===== src/rtl/map_updater.sv =====
// Occupancy-grid log-odds updater: queues ray-tracer cell hits and read-modify-writes the map RAM.
// Read strobe 2 cycles, write strobe 4 cycles after an idle write; 1 update/3 cycles; hits arriving while full are dropped and flagged.

package ram_pkg;
  // One bit wider than a 64-cell axis so out-of-range coordinates can reach the range check.
  typedef logic [6:0] width_index_t;
  typedef logic [6:0] height_index_t;
endpackage

module map_fifo #(
  parameter int WIDTH = 13,
  parameter int DEPTH = 4
) (
  input  logic             clock,
  input  logic             reset,
  input  logic             push,
  input  logic [WIDTH-1:0] push_dat,
  input  logic             pop,
  output logic [WIDTH-1:0] pop_dat,
  output logic             full,
  output logic             empty
);
  localparam int PW = (DEPTH > 1) ? $clog2(DEPTH) : 1;
  localparam int CW = $clog2(DEPTH + 1);

  logic [WIDTH-1:0] mem [DEPTH];
  logic [PW-1:0]    wr_ptr, rd_ptr;
  logic [CW-1:0]    count;

  always_ff @(posedge clock) begin
    if (push) mem[wr_ptr] <= push_dat;
  end

  always_ff @(posedge clock) begin
    if (!reset) begin
      wr_ptr <= '0;
      rd_ptr <= '0;
      count  <= '0;
    end else begin
      if (push) wr_ptr <= (wr_ptr == PW'(DEPTH - 1)) ? '0 : wr_ptr + PW'(1);
      if (pop)  rd_ptr <= (rd_ptr == PW'(DEPTH - 1)) ? '0 : rd_ptr + PW'(1);
      count <= count + CW'(push) - CW'(pop);
    end
  end

  assign pop_dat = mem[rd_ptr];
  assign full    = (count == CW'(DEPTH));
  assign empty   = (count == '0);
endmodule

module map_updater
  import ram_pkg::*;
#(
  parameter int MAP_WIDTH  = 64,
  parameter int MAP_HEIGHT = 64,
  parameter int ADDR_BITS  = 12,
  parameter int CELL_BITS  = 8,
  parameter int FIFO_DEPTH = 4,
  parameter int OCC_DELTA  = 3,
  parameter int FREE_DELTA = 1
) (
  input  logic                 clock,
  input  logic                 reset,
  input  width_index_t         x_index,
  input  height_index_t        y_index,
  input  logic                 cell_is_free,
  input  logic                 write_enable,
  input  logic                 clear_overflow,
  output logic [ADDR_BITS-1:0] ram_address,
  output logic                 ram_read_enable,
  input  logic [CELL_BITS-1:0] ram_read_data,
  output logic                 ram_write_enable,
  output logic [CELL_BITS-1:0] ram_write_data,
  output logic                 full,
  output logic                 idle,
  output logic                 overflow
);
  typedef enum logic [1:0] {IDLE, READ, WAIT, WRITE} state_t;

  localparam logic signed [CELL_BITS:0] OCC_D   = (CELL_BITS + 1)'(OCC_DELTA);
  localparam logic signed [CELL_BITS:0] FREE_D  = (CELL_BITS + 1)'(FREE_DELTA);
  localparam logic signed [CELL_BITS:0] MAX_EXT = (CELL_BITS + 1)'((1 << (CELL_BITS - 1)) - 1);
  localparam logic signed [CELL_BITS:0] MIN_EXT = (CELL_BITS + 1)'(-(1 << (CELL_BITS - 1)));

  state_t                 state, next_state;
  logic                   in_range, push, drop, pop, empty;
  logic [ADDR_BITS-1:0]   cell_addr;
  logic [ADDR_BITS:0]     head;
  logic [ADDR_BITS-1:0]   work_addr;
  logic                   work_free;
  logic [CELL_BITS-1:0]   new_val, sat_val;
  logic signed [CELL_BITS:0] old_ext, sum;

  assign in_range  = (32'(x_index) < MAP_WIDTH) && (32'(y_index) < MAP_HEIGHT);
  assign cell_addr = ADDR_BITS'(32'(y_index) * MAP_WIDTH + 32'(x_index));
  // A full queue refuses the write even if the FSM frees a slot on the same edge.
  assign push      = write_enable && in_range && !full;
  assign drop      = write_enable && in_range && full;

  map_fifo #(.WIDTH(ADDR_BITS + 1), .DEPTH(FIFO_DEPTH)) u_fifo (
    .clock    (clock),
    .reset    (reset),
    .push     (push),
    .push_dat ({cell_addr, cell_is_free}),
    .pop      (pop),
    .pop_dat  (head),
    .full     (full),
    .empty    (empty)
  );

  // One extra bit of headroom so the sum cannot wrap before saturation.
  assign old_ext = {ram_read_data[CELL_BITS-1], ram_read_data};
  assign sum     = work_free ? old_ext - FREE_D : old_ext + OCC_D;
  assign sat_val = (sum > MAX_EXT) ? CELL_BITS'(MAX_EXT) :
                   (sum < MIN_EXT) ? CELL_BITS'(MIN_EXT) : CELL_BITS'(sum);

  always_comb begin
    next_state = state;
    pop        = 1'b0;
    case (state)
      IDLE: begin
        if (!empty) begin
          pop        = 1'b1;
          next_state = READ;
        end
      end
      READ:  next_state = WAIT;
      WAIT:  next_state = WRITE;
      WRITE: begin
        if (!empty) begin
          pop        = 1'b1;
          next_state = READ;
        end else begin
          next_state = IDLE;
        end
      end
    endcase
  end

  always_ff @(posedge clock) begin
    if (!reset) begin
      state     <= IDLE;
      work_addr <= '0;
      work_free <= 1'b0;
      new_val   <= '0;
      overflow  <= 1'b0;
    end else begin
      state <= next_state;
      if (pop) {work_addr, work_free} <= head;
      if (state == WAIT) new_val <= sat_val;
      if (drop) overflow <= 1'b1;
      else if (clear_overflow) overflow <= 1'b0;
    end
  end

  assign ram_address      = work_addr;
  assign ram_read_enable  = (state == READ);
  assign ram_write_enable = (state == WRITE);
  assign ram_write_data   = new_val;
  assign idle             = empty && (state == IDLE);
endmodule


===== config.mk =====
export PLATFORM = sky130hd
export DESIGN_NAME = map_updater
export DESIGN_NICKNAME = d
export VERILOG_FILES = /design/src/rtl/map_updater.sv
export SDC_FILE = /design/constraint.sdc
export NUM_CORES = 1
export LEC_CHECK = 0
export ABC_AREA = 1
export ABC_CLOCK_PERIOD_IN_PS = 2400
export CORE_MARGIN = 3
export CORE_UTILIZATION = 45
export CTS_CLUSTER_DIAMETER = 40
export CTS_CLUSTER_SIZE = 25
export DETAILED_ROUTE_END_ITERATION = 10
export GPL_TIMING_DRIVEN = 0
export PLACE_DENSITY = 0.7
export SYNTH_ARGS = -nofsm -noshare
export SYNTH_HDL_FRONTEND = slang
export SYNTH_SLANG_ARGS = --single-unit

===== constraint.sdc =====
create_clock -name clock -period 2.4 [get_ports clock]
set_input_delay 0.48 -clock clock [delete_from_list [all_inputs] [get_ports clock]]
set_output_delay 0.48 -clock clock [all_outputs]
set_load 0.1 [all_outputs]

# After elaboration in Yosys (flattened, before gate mapping)
# Memories as Yosys holds them, arrays and structs flattened. A register that Yosys moved wholly into a read port is not among the register bits.
# Index checks and enable logic that the tools add are counted.
# word_totals
output_inout_bits,25
in_bits,27
ram_bits,52
memories,1
register_bits,18
# memory_table
name,depth,word_bits,read_ports,rd_ports_with_merged_regs,wr,line_no,rtl
u_fifo.mem,4,13,1,1,1,26,logic [WIDTH-1:0] mem [DEPTH];
# classes
order_cmp,4
addsub,7
mux,14
reduce_logical,11
eq_ne,7
# ops
cell,count
8-bit two-way mux,2
"7-bit < comparator, second input constant",2
12-bit by 7-bit adder with 12-bit output,1
"8-bit by 3-bit adder with 9-bit output, second input constant",1
"9-bit by 8-bit > comparator with 1-bit output, second input constant",1
"9-bit by 8-bit < comparator with 1-bit output, second input constant",1
9-bit two-way mux,1
"8-bit by 2-bit subtractor with 9-bit output, second input constant",1
"2-bit == test, second input constant",4
2-bit one-hot mux with 4 select lines,1
1-bit two-way mux,7
2-bit two-way mux,3
1-bit logical AND,5
"2-bit by 1-bit adder with 2-bit output, second input constant",2
3-bit by 1-bit adder with 3-bit output,1
"3-bit == test, second input constant",1
3-bit zero test,1
3-bit by 1-bit subtractor with 3-bit output,1
"2-bit by 1-bit == test with 1-bit output, second input constant",1
1-bit zero test,2
2-bit zero test,1
"2-bit inequality test, second input constant",1
2-bit nonzero test,1
2-bit OR reduction,1

# Logic depth before layout (Yosys ltp)
# depth
word_depth,6
depth_mapped,13
mapped_depth_nobuf,13

# Cells and area by module
# A second synthesis with hierarchy kept.
# unflattened
cells_unflattened,442
hier_area_um2,4134.0
# modules_own_cells
mod,instances,cells_each,area_per_inst_um2
map_fifo,1,211,2598.7
map_updater,1,231,1535.2

# Least setup slack after synthesis
# OpenSTA, ideal clock, no wires.
# synth_timing
path_type,flip-flop to flip-flop
start,register state[0]
end,register u_fifo.count[2]
required_ns,2.330
path_slack_ns,0.118
path_buffers,1
path_stages_with_launch,13
synth_period_minus_slack_ns,2.282
arrival_ns,2.212
cell_sequence,dfxtp_1 > inv_1 > ha_1 > nor2_2 > buf_2 > ha_1 > inv_1 > ha_1 > inv_1 > fa_1 > inv_1 > o21ai_0 > a21oi_1
# synth_via
elab_chain_len,4
word_cells_on_any_way,5
# synth_lines
item,line_no,rtl
"start, declared",85,"state_t state, next_state;"
"start signal, assigned",148,state <= next_state;
2-bit == test / 2-bit zero test (equally long branches),120,case (state)
2-bit OR reduction (no source line) (*),-,
1-bit two-way mux (*),-,
named net pop,86,"logic in_range, push, drop, pop, empty;"
3-bit by 1-bit subtractor with 3-bit output (*),42,count <= count + CW'(push) - CW'(pop);
"end signal, assigned",42,
"end, declared",28,logic [CW-1:0] count;
# The timed path passes the listed nets; every way through them passes the cells marked *.
# A chain may end at the register's enable or synchronous reset.

# Worst setup path after layout
# layout_timing
start,"register work_addr[5], in the netlist ram_address[5] (read register of u_fifo.mem)"
end,output ram_address[5]
# layout_lines
item,line_no,rtl
"start, declared",89,logic [ADDR_BITS-1:0] work_addr;
"end, declared",69,"output logic [ADDR_BITS-1:0] ram_address,"
# No word-level cell between the ends.

==> results_dict.tcl <==
set metrics [dict create \
    status "complete, no violations" \
    cp_num_buf_inv 1 \
    grt_use_met2 0.310 \
    netlist_area_um2 3880 \
    max_freq_ghz 0.421 \
    p_total_mw 6.68 \
    ios 52 \
    slew_headroom 0.319 \
    hpwl_um 5780 \
    maxCapViolations 0 \
    grt.met1_usage 0.234 \
    timing.rr.start "state[0]" \
    clkSinkCount 83 \
    area_growth_pct 22.1 \
    min_period_over_period 0.989 \
    yosysTopAreaCell "edfxtp_1" \
    hold_buffers 0 \
    hold_end "overflow" \
    tns_ns 0 \
    grt_max_degree 16 \
    clock_path_buffers 2 \
    synth-seq-area-share 0.562 \
    crit_slowest_cell "clkdlybuf4s50_1" \
    timing_worst_setup_path_type "register to output port" \
    cp-start-kind "register" \
    ys_ff_latch 83 \
    avgSynthCellArea_um2 9.59 \
    syn-instance-count 405 \
    hold_depth 2 \
    timing.hold.ws_ns 0.474 \
    r2r-end "u_fifo.count[2]" \
    critPathTopFamily "buffers and inverters" \
    yosysUniqueCellTypes 31 \
    post-route-drc-count 0 \
    grt_first_pass_wirelength_um 13900 \
    rsz0062_at_grt "no" \
    drt_iter0_drc 174 \
    fp-row-count 33 \
    p_seq_frac 0.288 \
    cts-root-buf "clkbuf_8" \
    finalNonFillerCells 577 \
    fin_worst_skew_ns 0.00787 \
    p_leak_nw 1.91 \
    worst_slew_pin_slew_ns 1.02 \
    wire_per_inst_um 14.7 \
    cts_tree "yes" \
    cp.arrival_ns 1.89 \
    setup_viol 0 \
    die_area_um2 9780 \
    ir_worst_vdd_mv 0.754 \
    syn-num-nets 453 \
    combPwrFrac 0.560 \
    gp_congestion 0.762 \
    hold_class "register to register" \
    internal-power_mw 3.24 \
    core-area_um2 8300 \
    antenna_found_initial 0 \
    endpoint_kind "output port" \
    grt_pass1_vias 2967 \
    yosys-top-cells-count "65 x nor2_1, 52 x edfxtp_1, 50 x o21ai_0" \
    yosysMostFrequentCell "nor2_1" \
    clkLatencyLatePin_ns 0.36 \
    rr_worst_depth 12 \
    drive_above_1_share 0.127 \
    track_usage 0.181 \
    antenna_cells 0 \
    grt_overflow_total 0 \
    power.share.switching 0.514 \
    viasPerCell 5.14 \
    synth_area_leaders "edfxtp_1 40%, dfxtp_1 16%, ha_1 6.4%" \
    nets 515 \
    r2r_slack_ns 0.15 \
    hold_violations 0 \
    antenna_left 0 \
    drt_wl_total_um 8480 \
    yosys_warnings 0 \
    fin_area_um2 4740 \
    crit_chain "clkdlybuf4s50_1" \
    vias 2965 \
    grt-busiest-layer "met2" \
    p_per_area_nw_per_um2 1410 \
    cts_buffers 9 \
    timing.critical_path.fanout_max 2 \
    maxSlewViolCount 0 \
    grt_util_met3 0.0368 \
    ys.flop_type "edfxtp_1" \
    cp.required_ns 1.92 \
    synth_enable_flop_cells 52 \
    place_area_um2 4520 \
    dp_cells 560 \
    cts.clk_slew.worst_paths_ns 0.09 \
    drtPass1Iterations 4 \
    hold_path.startpoint "overflow" \
    port_buffers 50 \
    start_util 0.468 \
    p_sw_mw 3.44 \
    die_h_um 98.9 \
    synth_top_area_frac 0.402 \
    fin_crit_ns 2.37 \
    cts_htree_levels 3 \
    die_w_um 98.9 \
    async_flop_share 0 \
    p_clk_frac 0.152 \
    slowest_delay_ns 1.15 \
]
## power by group through the flow
stage,clock [mW],sequential (mW),combinational (mW)
after global placement,0,1.94,3.61
after CTS,1.02,1.92,3.72
final,1.02,1.93,3.74
after global routing,1.08,1.96,4.05
after detailed placement,0,1.95,3.68
after floorplan,0,2.99,1.75
## worst max path at each step
stage               cells after the start             from          endpoint  slack (ns)
floorplan                              12         state[0]   u_fifo.count[2]        0.12
global placement                        4       x_index[6]  u_fifo.mem[3][1]       -0.54
detailed placement                      4       x_index[6]  u_fifo.mem[2][4]       -0.52
CTS                                     4  u_fifo.count[0]              idle      0.0003
global route                            4  u_fifo.count[1]              full      0.0005
finish                                  1   ram_address[5]    ram_address[5]        0.03
## per-stage QoR
step / utilization / setup WS (ns)
after floorplan: - / 0.118
after global placement: 0.544 / -0.536
after detailed placement: 0.544 / -0.521
after CTS: 0.571 / 0.000255
after global routing: 0.571 / 0.000503
final: 0.571 / 0.0269
## sequential cells by signal, indices dropped and copies added, names as in the netlist
name and count:
ram_write_data 8, u_fifo.count 3, state 2, u_fifo.rd_ptr 2
u_fifo.mem 52, work_free 1, u_fifo.wr_ptr 2, overflow 1
ram_address 12
## area by class of cell
type | count | area [µm²]
timing repair buffer | 51 | 500
inverter | 53 | 199
buffer | 13 | 66.3
clock inverter | 7 | 75.1
sequential | 83 | 2180
tap | 105 | 131
fill | 733 | 3560
clock buffer | 9 | 124
multi-input combinational | 256 | 1460
## kinds of logic (layout without fill, tap and decap cells)
family / count (synthesis) / count (layout) / share of synthesized area
fa+ha+maj: 21 / 21 / 0.0696
xor+xnor: 6 / 6 / 0.0135
buf+inv: 66 / 133 / 0.0657
flops: 83 / 83 / 0.562
compound gates: 93 / 93 / 0.127
simple gates: 136 / 136 / 0.162
## routing by layer
| layer | up-vias | wire, µm | share of wire |
|---|---|---|---|
| li1 | 1479 | - | - |
| met1 | 1402 | 3780 | 0.45 |
| met2 | 76 | 4140 | 0.49 |
| met3 | 8 | 470 | 0.055 |
| met4 | 0 | 92 | 0.011 |
| met5 | - | 0 | 0 |
## layout by cell type (no fill, tap or decap), types with 3 or more instances in the layout
| master | Yosys | routed |
|---|---|---|
| a21oi_1 | 23 | 23 |
| a31oi_1 | 13 | 13 |
| buf_2 | 6 | 6 |
| clkbuf_1 | 7 | 7 |
| clkbuf_8 | 0 | 9 |
| clkdlybuf4s50_1 | 0 | 46 |
| dfxtp_1 | 31 | 29 |
| edfxtp_1 | 52 | 52 |
| ha_1 | 20 | 20 |
| inv_1 | 49 | 49 |
| inv_2 | 3 | 3 |
| nand2_1 | 32 | 32 |
| nand2_2 | 14 | 14 |
| nand3_1 | 9 | 9 |
| nand3_2 | 5 | 5 |
| nor2_1 | 65 | 61 |
| nor2_2 | 3 | 6 |
| o21ai_0 | 50 | 50 |
| o21ai_1 | 3 | 3 |
| xor2_1 | 4 | 4 |
## what timing repair did
action / in CTS / in global routing
resized for setup: 12 / 7
hold endpoints to repair: 0 / 0
endpoints found under the setup margin: 58 / 4
buffers inserted: 1 / 0
Note: power is estimated with default switching activity, not from simulation.
